$ cat config.mk
export PLATFORM = sky130hd
export DESIGN_NAME = graph_pos_writeback
export DESIGN_NICKNAME = d
export VERILOG_FILES = /design/src/rtl/graph_pos_writeback.sv
export SDC_FILE = /design/constraint.sdc
export NUM_CORES = 1
export LEC_CHECK = 0
export ABC_AREA = 1
export ABC_CLOCK_PERIOD_IN_PS = 1300
export BUFFER_PORTS_ARGS = -buffer_cell sky130_fd_sc_hd__buf_2
export CORE_MARGIN = 2
export CORE_UTILIZATION = 45
export CTS_CLUSTER_DIAMETER = 120
export DETAILED_ROUTE_END_ITERATION = 12
export PLACE_DENSITY = 0.85
export SLEW_MARGIN = 30
export SYNTH_ARGS = -nofsm -noshare
export SYNTH_HDL_FRONTEND = slang
export SYNTH_SLANG_ARGS = --single-unit
$ cat constraint.sdc
create_clock -name clk_in -period 1.3 [get_ports clk_in]
set_input_delay 0.13 -clock clk_in [delete_from_list [all_inputs] [get_ports clk_in]]
set_output_delay 0.13 -clock clk_in [all_outputs]
set_load 0.005 [all_outputs]
$ cat src/rtl/graph_pos_writeback.sv
`timescale 1ns/1ps
`default_nettype none
// +-------------------------------------------------------------------+
// | graph_pos_writeback : one vertex job -> DIM sequential memory      |
// | writes from a valid/ready position stream.          Rev 1.0        |
// +-------------------------------------------------------------------+
module graph_pos_writeback #(
   parameter int                    DIM        = 4,
   parameter int                    DATA_WIDTH = 32,
   parameter int                    ADDR_WIDTH = 32,
   parameter logic [ADDR_WIDTH-1:0] POS_BASE   = '0
) (
   input  logic                  clk_in,
   input  logic                  rst_in,
   input  logic [31:0]           v_addr_in,
   input  logic                  valid_in,
   output logic                  ready_out,
   input  logic [DATA_WIDTH-1:0] pos_data_in,
   input  logic                  pos_valid_in,
   output logic                  pos_ready_out,
   output logic [ADDR_WIDTH-1:0] mem_req_out,
   output logic [DATA_WIDTH-1:0] mem_wdata_out,
   output logic                  mem_valid_out,
   input  logic                  mem_ready_in,
   output logic                  done_out,
   output logic                  busy_out
);

   localparam int            KW     = (DIM > 1) ? $clog2(DIM) : 1;
   localparam logic [KW-1:0] K_LAST = KW'(DIM - 1);

   typedef enum logic [1:0] {
      IDLE  = 2'd0,
      WRITE = 2'd1,
      DRAIN = 2'd2
   } state_t;

   state_t                state;
   state_t                state_nx;
   logic [ADDR_WIDTH-1:0] base;
   logic [ADDR_WIDTH-1:0] job_base;
   logic [KW-1:0]         k;
   logic                  job_fire;
   logic                  pos_fire;
   logic                  mem_fire;
   logic                  last_word;

   // Vertex-to-address scaling wraps modulo 2^ADDR_WIDTH by construction.
   assign job_base  = POS_BASE + ADDR_WIDTH'(v_addr_in) * ADDR_WIDTH'(DIM);

   // done_out is registered, so IDLE keeps ready low for the pulse cycle.
   assign ready_out     = (state == IDLE) && !done_out;
   assign busy_out      = (state != IDLE);
   assign pos_ready_out = (state == WRITE) && (!mem_valid_out || mem_ready_in);

   assign job_fire  = valid_in && ready_out;
   assign pos_fire  = pos_valid_in && pos_ready_out;
   assign mem_fire  = mem_valid_out && mem_ready_in;
   assign last_word = (k == K_LAST);

   always_ff @(posedge clk_in or negedge rst_in) begin
      if (!rst_in) begin
         state <= IDLE;
      end else begin
         state <= state_nx;
      end
   end

   always_comb begin
      state_nx = state;
      case (state)
         IDLE: begin
            if (job_fire) begin
               state_nx = WRITE;
            end
         end
         WRITE: begin
            if (pos_fire && last_word) begin
               state_nx = DRAIN;
            end
         end
         DRAIN: begin
            if (mem_fire) begin
               state_nx = IDLE;
            end
         end
         default: begin
            state_nx = IDLE;
         end
      endcase
   end

   always_ff @(posedge clk_in or negedge rst_in) begin
      if (!rst_in) begin
         base          <= '0;
         k             <= '0;
         mem_req_out   <= '0;
         mem_wdata_out <= '0;
         mem_valid_out <= 1'b0;
         done_out      <= 1'b0;
      end else begin
         done_out <= 1'b0;
         if (job_fire) begin
            base <= job_base;
            k    <= '0;
         end
         // A refill takes priority: it overwrites a request leaving this cycle.
         if (pos_fire) begin
            mem_req_out   <= base + ADDR_WIDTH'(k);
            mem_wdata_out <= pos_data_in;
            mem_valid_out <= 1'b1;
            k             <= last_word ? '0 : k + 1'b1;
         end else if (mem_fire) begin
            mem_valid_out <= 1'b0;
            if (state == DRAIN) begin
               done_out <= 1'b1;
            end
         end
      end
   end

endmodule
`default_nettype wire
==> results by group, run 1 <==
Run status
  • Status: finished, violations left
  • Failing checks: negative setup slack

Worst setup path
  • Critical Path Sink Type: flop
  • Max incr delay on CP: 0.45 ns
  • Crit-path max FO: 8
  • Buf/Inv on CP: 2
  • WP data required: 1.54 ns
  • Arr. time, crit path: 1.62 ns
  • Startpoint type of the worst setup path: flop
  • Critical-path cell list: nor2_4 -> nand3_4 -> buf_12 -> clkbuf_16 -> nand2_1 -> o21ai_2
  • Crit Path Class: flop to flop
  • Critical Path Slowest Stage Cell: dfrtp_2
  • Delay-heaviest family, CP: flip-flops

Clock tree
  • Clock transition at the registers of the reported paths: 0.09 ns
  • CTS Root Cell: clkbuf_8
  • Cts bufs inserted: 9
  • H-Tree Depth: 3
  • Clk sinks: 100
  • TritonCTS clock tree: built
  • CTS Buffer Depth: 2
  • Clock latency on the worst-skew pair: 0.35 ns

Place
  • I/O Buffers: 135
  • DP HPWL: 5360 um
  • Placed instance area: 0.00487 mm2
  • Placer Congestion: 0.771
  • Setup Slack @ Placement: 0.0306 ns

Global route
  • Vias in the first global route: 3046
  • Gr ovfl total: 0
  • Global-route wire length before repair: 13400 um
  • Tot GR Track Use: 16.8%
  • Initial antenna violation count: 0
  • Largest net degree at the start of global routing: 101

Pwr
  • Pwr dens: 2180 mW/mm2
  • Pwr Total: 12.3 mW
  • P_leak: 3.15 nW
  • Max IR drop VDD: 964 uV

Logic synthesis
  • Top FF cell, synth: dfrtp_1
  • Post-synthesis cell type count: 19
  • Synth warn: 0
  • Flop and latch count out of synthesis: 100
  • Number of flops mapped to enable cells by yosys: 0
  • Top-count cell post-synth: nand2_1
  • Main area contributors after synthesis: dfrtp_1 (61%), nand2_1 (9.4%), inv_1 (8.8%), o21ai_2 (6.4%), o21ai_1 (4.9%)
  • Post-Synthesis Cells: 429
  • Synth Cell Area: 0.00410 mm2
  • Sequential share of the synthesized area: 61.0%
  • Top post-synthesis cells by count: nand2_1 (103), dfrtp_1 (100), inv_1 (96), o21ai_1 (40), o21ai_2 (30)
  • Share of the synthesized area in the top cell type: 61.0%
  • Asr flop ratio synth: 100%
  • Area leader, netlist: dfrtp_1
  • Syn_nets: 499
  • Synth Area per Inst: 9.56 um2

Timing
  • Hold Vio Cnt, Final: 0
  • Final WS setup: -0.0762 ns
  • Pins Over Slew Limit: 0
  • Min Tclk post-route: 1.38 ns
  • Worst-Margin Slew: 0.533 ns
  • Fin crit share: 106%
  • Worst rel slew slack: 64.5%
  • RSZ-0062 raised after global routing: true
  • Final setup vio count: 35
  • Fmax: 727 MHz
  • Setup TNS Final: -1.35 ns
  • Setup Skew: 0.00992 ns

Floorplanning
  • DIE WIDTH: 99.5 um
  • Top Ports: 138
  • Core box area: 0.00876 mm2
  • Die Area: 0.00989 mm2
  • Initial Utilization: 46.8%
  • Die Ht: 99.5 um
  • FP Rows: 34

Job
  • Max Cap Viol: 0

Layout
  • Layout cell share with drive strength beyond 1: 42.0%
  • Fin nets: 657
  • Antenna diodes: 0
  • # fillers: 696
  • Area Overhead vs Synth: 37.2%
  • Final instance area: 0.00563 mm2

Route
  • Number of vias per cell: 4.58
  • Total Wirelength: 8990 um
  • DR iter-0 viols: 112
  • Routed wire per std cell: 12.9 um
  • DR vias: 3200
  • DRC errors left: 0
  • Antenna-violating nets left: 0
  • Drt pass-1 iters: 4

Min path
  • Hold Path Class: input port to flop
## through the flow
step                hold WS, ns  utilization [%]  std cells
detailed placement        0.235             55.5        657
finish                   0.0122             64.2        699
global placement          0.219             55.5        657
floorplan                -0.166                -        429
global route            0.00207             64.2        699
CTS                   0.0000160             59.4        685
## area by class of cell
type | count | area [um2] | area share, %
flip-flops and latches | 100 | 2500 | 44.5
multi-input cells | 212 | 1270 | 22.5
repair buffers | 167 | 1150 | 20.4
inverters | 97 | 364 | 6.47
well taps | 108 | 135 | 2.40
clock buffers | 11 | 131 | 2.33
clock inverters | 4 | 75.1 | 1.33
## tightest hold or removal path, cell delays in order
cell     delay [ns]
buf_2          0.09
inv_1          0.06
o21ai_2        0.05
## routing by layer
metal / vias to the layer above / wire length, um / track usage, %
met5: - / 0 / 0
met4: 0 / 102 / 5.27
met3: 8 / 431 / 4.01
met2: 86 / 4580 / 29.9
met1: 1496 / 3870 / 20.0
li1: 1610 / - / -
## layout by cell type, fill, tap and decap left out, types with 3 or more instances in the layout
master,Yosys,final
nand3_1,5,4
dlygate4sd3_1,0,13
buf_6,10,3
clkbuf_16,0,4
nand2_1,103,68
o21ai_0,24,19
inv_1,96,95
buf_2,5,133
dfrtp_1,100,99
o21ai_2,30,37
buf_4,0,6
nand2_2,0,24
nor2_1,3,3
buf_12,0,6
nand2_4,0,11
clkbuf_8,0,9
o21ai_1,40,38
## cell families (layout without fill, tap and decap cells)
logic type	Yosys count	count (layout)	synth area share, %
compound gates	94	94	14.2
buf+inv	117	279	12.7
flops	100	100	61.0
fa+ha+maj	1	1	0.305
simple gates	117	117	11.8
## report_power, final
part	switching (mW)	leakage [nW]	internal, mW
sequential	0.901	1.25	4.52
clock	0.996	0.0956	1.08
combinational	2.40	1.80	2.36
## state kept, by name (all words and copies together), names as in the netlist
register	cells
mem_wdata_out	32
state	2
base	30
k	2
mem_req_out	32
done_out	1
mem_valid_out	1
## worst paths after layout
check	from	to	slack, ns	cells past startpoint
max reg2reg	state[1]$_DFFE_PN0P_	mem_wdata_out[10]$_DFFE_PN0P_	-0.08	6
max in group asynchronous	rst_in	mem_req_out[16]$_DFFE_PN0P_	0.48	3
min	pos_data_in[21]	mem_wdata_out[21]$_DFFE_PN0P_	0.01	3
max	state[1]$_DFFE_PN0P_	mem_wdata_out[10]$_DFFE_PN0P_	-0.08	6
min reg2reg	mem_wdata_out[0]$_DFFE_PN0P_	mem_wdata_out[0]$_DFFE_PN0P_	0.49	2
min in group asynchronous	rst_in	mem_req_out[6]$_DFFE_PN0P_	0.38	3
## timing repair
| action | 4_1_cts | 5_1_grt |
|---|---|---|
| hold buffers | 9 | 4 |
| gates cloned | 0 | 7 |
| gates resized for setup | 5 | 66 |
| setup endpoints to repair | 3 | 59 |
| hold endpoints to repair | 108 | 4 |
| buffers inserted | 4 | 3 |
| pin swaps | 1 | 3 |
No activity file was read; power rests on OpenSTA's default activity.
==> run 2: changes to the inputs <==
BUFFER_PORTS_ARGS = -buffer_cell sky130_fd_sc_hd__clkbuf_2   (was -buffer_cell sky130_fd_sc_hd__buf_2)
CORE_UTILIZATION = 41   (was 45)
PLACE_DENSITY = 0.8   (was 0.85)
==> results by group, run 2 (synthesized netlist as in run 1, its figures left out) <==
Worst setup path
  • Arr. time, crit path: 1.29 ns (-0.33 ns)
  • Startpoint type of the worst setup path: flop
  • R2r setup slk: -0.10 ns (-0.02 ns)
  • Critical Path Slowest Stage Cell: dfrtp_2
  • Delay-heaviest family, CP: flip-flops
  • Crit Path Class: flop to primary output
  • CP most frequent cell: buf_6
  • WP data required: 1.17 ns (-0.37 ns)
  • Critical-path cell list: nor2_4 -> buf_6 -> and2_4 -> buf_6
  • R2R cell count: 7 (+1)
  • RR Endpoint: mem_req_out[20]$_DFFE_PN0P_
  • Crit-path max FO: 3 (-5)
  • Crit Reg-Reg Startpoint: state[1]$_DFFE_PN0P_
  • Max incr delay on CP: 0.45 ns (about the same)
  • Buf/Inv on CP: 2 (unchanged)
  • Critical Path Sink Type: primary output

Floorplanning
  • Core box area: 0.00973 mm2 (+11%)
  • DIE WIDTH: 104 um (+4.6%)
  • FP Rows: 36 (+5.9%)
  • Top Ports: 138 (unchanged)
  • Die Area: 0.0108 mm2 (+9.3%)
  • Die Ht: 104 um (+4.6%)
  • Initial Utilization: 42.2% (-4.6 points)

Pwr
  • P_leak: 3.64 nW (+16%)
  • Max IR drop VDD: 894 uV (-7.3%)
  • Pwr Total: 14.1 mW (+15%)
  • Pwr dens: 2110 mW/mm2 (-3.1%)

Layout
  • Area Overhead vs Synth: 63.2%
  • Commonest non-fill, non-tap cell in the layout: clkbuf_2
  • Largest regs: mem_req_out: 32 flops, mem_wdata_out: 32 flops, base: 30 flops
  • Most frequent cells in the layout: clkbuf_2 (132), dfrtp_1 (99), inv_1 (95), o21ai_2 (60), dlygate4sd3_1 (57)
  • Layout cell share with drive strength beyond 1: 47.7% (+5.7 points)
  • Antenna diodes: 0 (unchanged)
  • Fin nets: 718 (+9.3%)
  • Core Util, Final: 68.8% (+4.6 points)

Min path
  • Hold depth: 3 (unchanged)
  • Min-delay src: pos_data_in[28]
  • Hold Path Class: input port to flop
  • Hold Path End: mem_wdata_out[28]$_DFFE_PN0P_

Route
  • Number of vias per cell: 4.63 (+1.1%)
  • Routed wire per std cell: 14.8 um (+15%)
  • DR iter-0 viols: 193 (+72%)
  • DR vias: 3633 (+14%)
  • Total Wirelength: 11600 um (+29%)
  • DRC errors left: 0 (unchanged)
  • Antenna-violating nets left: 0 (unchanged)
  • Drt pass-1 iters: 4 (unchanged)

Global route
  • Largest net degree at the start of global routing: 44 (-56%)
  • Vias in the first global route: 3461 (+14%)
  • Tot GR Track Use: 18.8% (+2.0 points)
  • Gr ovfl total: 0 (unchanged)
  • Global-route wire length before repair: 16300 um (+21%)
  • Initial antenna violation count: 0 (unchanged)

Run status
  • Status: finished, violations left
  • Failing checks: negative setup slack

Clock tree
  • CTS Buffer Depth: 2 (unchanged)
  • Clock transition at the registers of the reported paths: 0.08 ns (about the same)
  • Clk sinks: 100 (unchanged)
  • Cts bufs inserted: 9 (unchanged)
  • CTS Root Cell: clkbuf_8
  • H-Tree Depth: 3 (unchanged)
  • TritonCTS clock tree: built
  • Clock latency on the worst-skew pair: 0.36 ns (about the same)

Timing
  • RSZ-0062 raised after global routing: true
  • Worst rel slew slack: 77.5% (+13 points)
  • Worst-Margin Slew: 0.337 ns (-0.195 ns)
  • Hold Vio Cnt, Final: 0 (unchanged)
  • Final setup vio count: 86 (+150%)
  • Setup Skew: 0.00918 ns (-0.000736 ns)
  • Fmax: 704 MHz (-3.1%)
  • Worst hold slack: 0.00564 ns (-0.00656 ns)
  • Min Tclk post-route: 1.42 ns (+0.0435 ns)
  • Final WS setup: -0.120 ns (-0.0435 ns)
  • Pins Over Slew Limit: 0 (unchanged)
  • Fin crit share: 109% (+3.3 points)

Place
  • Placer Congestion: 0.734 (-4.8%)
  • DP HPWL: 5890 um (+9.8%)
  • I/O Buffers: 135 (unchanged)

Job
  • Max Cap Viol: 0 (unchanged)
run 2: cell types whose count changed in the layout (fill, tap and decap cells not counted), sizes merged:
cell,delta
buf,-120
bufinv,+1
clkbuf,+135
clkinv,+2
clkinvlp,-2
dlygate4sd3,+44
nand3,+1
run 2: per-stage QoR:
step	std cells	TNS, ns	instance area, um2	setup WS (ns)
after floorplan	429	0	4100	0.134
after global placement	689	0	4960	0.0188
after detailed placement	689	-0.143	4960	-0.0384
after CTS	765	-3.20	5870	-0.135
after global routing	785	-11.57	6690	-0.193
final	785	-4.85	6690	-0.120
run 2: metal layers:
layer	vias up	wire length, um	GRT usage, %
li1	1734	-	-
met1	1751	4640	23.2
met2	125	6310	32.6
met3	23	426	2.69
met4	0	252	8.59
met5	-	0	0
run 2: what timing repair did:
item | 4_1_cts | 5_1_grt
gates cloned | 3 | 12
pin swaps | 1 | 2
endpoints found under the hold margin | 120 | 1
hold buffers | 56 | 1
setup endpoints to repair | 18 | 74
setup buffers | 2 | 7
resized for setup | 11 | 156
run 2: area by class of cell:
class | instances | area (um2)
Timing Repair Buffer | 227 | 1860
Sequential cell | 100 | 2500
Multi-Input combinational cell | 213 | 1560
Tap cell | 133 | 166
Fill cell | 719 | 3040
Clock inverter | 5 | 100
Inverter | 97 | 364
Clock buffer | 10 | 138
run 2: worst max path at each step:
stage | startpoint | endpoint | slack, ns | depth (start not counted)
5_1_grt | state[1]$_DFFE_PN0P_ | pos_ready_out | -0.19 | 4
4_1_cts | state[1]$_DFFE_PN0P_ | ready_out | -0.13 | 4
2_1_floorplan | state[1]$_DFFE_PN0P_ | mem_req_out[10]$_DFFE_PN0P_ | 0.13 | 6
3_3_place_gp | state[1]$_DFFE_PN0P_ | mem_req_out[0]$_DFFE_PN0P_ | 0.02 | 5
6_report | state[1]$_DFFE_PN0P_ | pos_ready_out | -0.12 | 4
3_5_place_dp | state[1]$_DFFE_PN0P_ | mem_req_out[16]$_DFFE_PN0P_ | -0.04 | 5
run 2: worst reg2reg max path: cells and delay by family (launching register included):
family	cells	cell delay, ns
buf+inv	3	0.48
compound gates	1	0.05
flops	1	0.45
simple gates	3	0.31
run 2: power breakdown:
part,internal [mW],switching [mW]
clock network,1.31,1.03
logic,3.14,2.97
registers,4.52,1.16
==> run 3: changes to the inputs <==
CORE_UTILIZATION = 45   (was 41)
PLACE_DENSITY = 0.85   (was 0.8)
==> results by group, run 3 (synthesized netlist as in run 1, its figures left out) <==
Layout
  • Layout cell share with drive strength beyond 1: 36.0% (-12 points)
  • Final instance area: 0.00615 mm2 (-8.0%)
  • Largest regs: mem_req_out: 32 flops, mem_wdata_out: 32 flops, base: 30 flops
  • Fin nets: 710 (-1.1%)
  • Antenna diodes: 0 (unchanged)
  • Area Overhead vs Synth: 50.1%
  • Register area: 0.00250 mm2 (unchanged)
  • Multi-input logic area: 0.00117 mm2 (-25%)
  • Commonest non-fill, non-tap cell in the layout: clkbuf_2
  • Core Util, Final: 70.2% (+1.4 points)
  • # fillers: 663 (-7.8%)
  • Most frequent cells in the layout: clkbuf_2 (132), dfrtp_1 (99), inv_1 (95), nand2_1 (92), dlygate4sd3_1 (58)

Global route
  • Initial antenna violation count: 0 (unchanged)
  • Gr ovfl total: 0 (unchanged)
  • Vias in the first global route: 3422 (-1.1%)
  • Global-route wire length before repair: 16500 um (+1.3%)
  • Tot GR Track Use: 21.3% (+2.5 points)
  • Largest net degree at the start of global routing: 101 (+130%)

Route
  • Number of vias per cell: 4.69 (+1.3%)
  • Antenna-violating nets left: 0 (unchanged)
  • DRC errors left: 0 (unchanged)
  • Routed wire per std cell: 14.7 um (-0.91%)
  • DR iter-0 viols: 80 (-59%)
  • Drt pass-1 iters: 4 (unchanged)
  • DR vias: 3527 (-2.9%)
  • Total Wirelength: 11000 um (-5.1%)

Worst setup path
  • WP data required: 1.55 ns (+0.38 ns)
  • Crit Path Class: flop to flop
  • Setup crit end: mem_wdata_out[30]$_DFFE_PN0P_
  • Arr. time, crit path: 1.65 ns (+0.36 ns)
  • RR Endpoint: mem_wdata_out[30]$_DFFE_PN0P_
  • Crit-path max FO: 16 (+13)
  • Origin of the worst setup path: state[1]$_DFFE_PN0P_
  • Startpoint type of the worst setup path: flop
  • R2r setup slk: -0.10 ns (about the same)
  • Crit Reg-Reg Startpoint: state[1]$_DFFE_PN0P_
  • R2R cell count: 7 (unchanged)
  • Critical Path Sink Type: flop

Timing
  • Worst hold slack: 0.00118 ns (-0.00446 ns)
  • Hold Vio Cnt, Final: 0 (unchanged)
  • Fmax: 713 MHz (+1.3%)
  • Fin crit share: 108% (-1.4 points)
  • RSZ-0062 raised after global routing: true
  • Final setup vio count: 66 (-23%)
  • Final WS setup: -0.102 ns (+0.0181 ns)
  • Setup Skew: 0.00971 ns (+0.000533 ns)
  • Worst-Margin Slew: 0.529 ns (+0.192 ns)
  • Min Tclk post-route: 1.40 ns (-0.0181 ns)
  • Pins Over Slew Limit: 0 (unchanged)
  • Worst rel slew slack: 64.7% (-13 points)

Pwr
  • Clk network pwr share: 16.4% (-0.2 points)
  • Seq pwr share: 42.4% (+2.2 points)
  • Switching power: 4.45 mW (-14%)
  • Switching share of power: 35.2% (-1.3 points)
  • P_leak: 3.39 nW (-7.0%)
  • Pwr dens: 2060 mW/mm2 (-2.6%)
  • Max IR drop VDD: 948 uV (+6.1%)
  • Combinational Power Share: 41.2% (-2.0 points)
  • Internal power: 8.20 mW (-8.5%)
  • Pwr Total: 12.7 mW (-10%)

Job
  • Max Cap Viol: 0 (unchanged)

Run status
  • Failing checks: negative setup slack
  • Status: finished, violations left

Floorplanning
  • Initial Utilization: 46.8% (+4.6 points)
  • Core box area: 0.00876 mm2 (-9.9%)
  • Top Ports: 138 (unchanged)
  • Die Ht: 99.5 um (-4.4%)
  • Die Area: 0.00989 mm2 (-8.5%)
  • FP Rows: 34 (-5.6%)
  • DIE WIDTH: 99.5 um (-4.4%)

Min path
  • Min-delay src: v_addr_in[25]
  • Hold Path Class: input port to flop

Clock tree
  • TritonCTS clock tree: built
  • H-Tree Depth: 3 (unchanged)
  • Cts bufs inserted: 9 (unchanged)
  • CTS Root Cell: clkbuf_8
  • CTS Buffer Depth: 2 (unchanged)
  • Clock transition at the registers of the reported paths: 0.09 ns (about the same)
  • Clk sinks: 100 (unchanged)
  • Clock latency on the worst-skew pair: 0.35 ns (about the same)

Place
  • Setup Slack @ Placement: 0.0380 ns (+0.0765 ns)
  • Placed instance area: 0.00487 mm2 (-1.9%)
  • DP HPWL: 5420 um (-8.0%)
  • Placer Congestion: 0.779 (+6.1%)
  • I/O Buffers: 135 (unchanged)
run 3: worst min-delay path by stage:
| stage | endpoint | slack, ns | cells after the start |
|---|---|---|---|
| finish | base[27]$_DFFE_PN0P_ | 0.001 | 3 |
| global route | base[30]$_DFFE_PN0P_ | 0.007 | 3 |
| CTS | base[24]$_DFFE_PN0P_ | 0.0008 | 3 |
| detailed placement | mem_req_out[6]$_DFFE_PN0P_ | 0.24 | 2 |
| global placement | base[3]$_DFFE_PN0P_ | 0.22 | 2 |
| floorplan | base[10]$_DFFE_PN0P_ | -0.17 | 0 |
run 3: per-layer routing:
metal	part of all wire, %	GRT usage (%)
met1	40	25.4
met2	53	38.1
met3	4.3	3.58
met4	2.9	8.54
met5	0	0
run 3: power by group through the flow:
stage | clock, mW | combinational (mW) | sequential [mW]
floorplan | 0 | 2.26 | 5.31
global placement | 0 | 3.68 | 5.26
detailed placement | 0 | 3.85 | 5.35
CTS | 2.13 | 4.66 | 5.31
global route | 2.26 | 5.79 | 5.53
finish | 2.07 | 5.22 | 5.37
run 3: critical path, cell delays in order, from the launching register on:
cell     delay, ns
dfrtp_2       0.45
nor2_4        0.14
buf_6         0.11
nand3_4       0.11
buf_6         0.17
buf_12        0.15
nand2_1       0.09
o21ai_2       0.06
run 3: cell type report:
type	instances	area share [%]
clock buffers	12	2.68
clock inverters	3	0.732
inverters	97	5.92
multi-input cells	212	19.0
flip-flops and latches	100	40.7
well taps	108	2.20
repair buffers	220	28.8
run 3: per-stage QoR:
stage	TNS, ns	std cells
2_1_floorplan	0	429
3_3_place_gp	0	657
3_5_place_dp	0	657
4_1_cts	-4.04	743
5_1_grt	-7.60	752
6_report	-3.58	752
run 3: what timing repair did:
item	in CTS	in global routing
buffers inserted	9	1
gates resized for setup	18	30
setup endpoints to repair	3	70
pin swaps	2	2
endpoints found under the hold margin	156	1
gates cloned	5	8
hold buffers	57	1
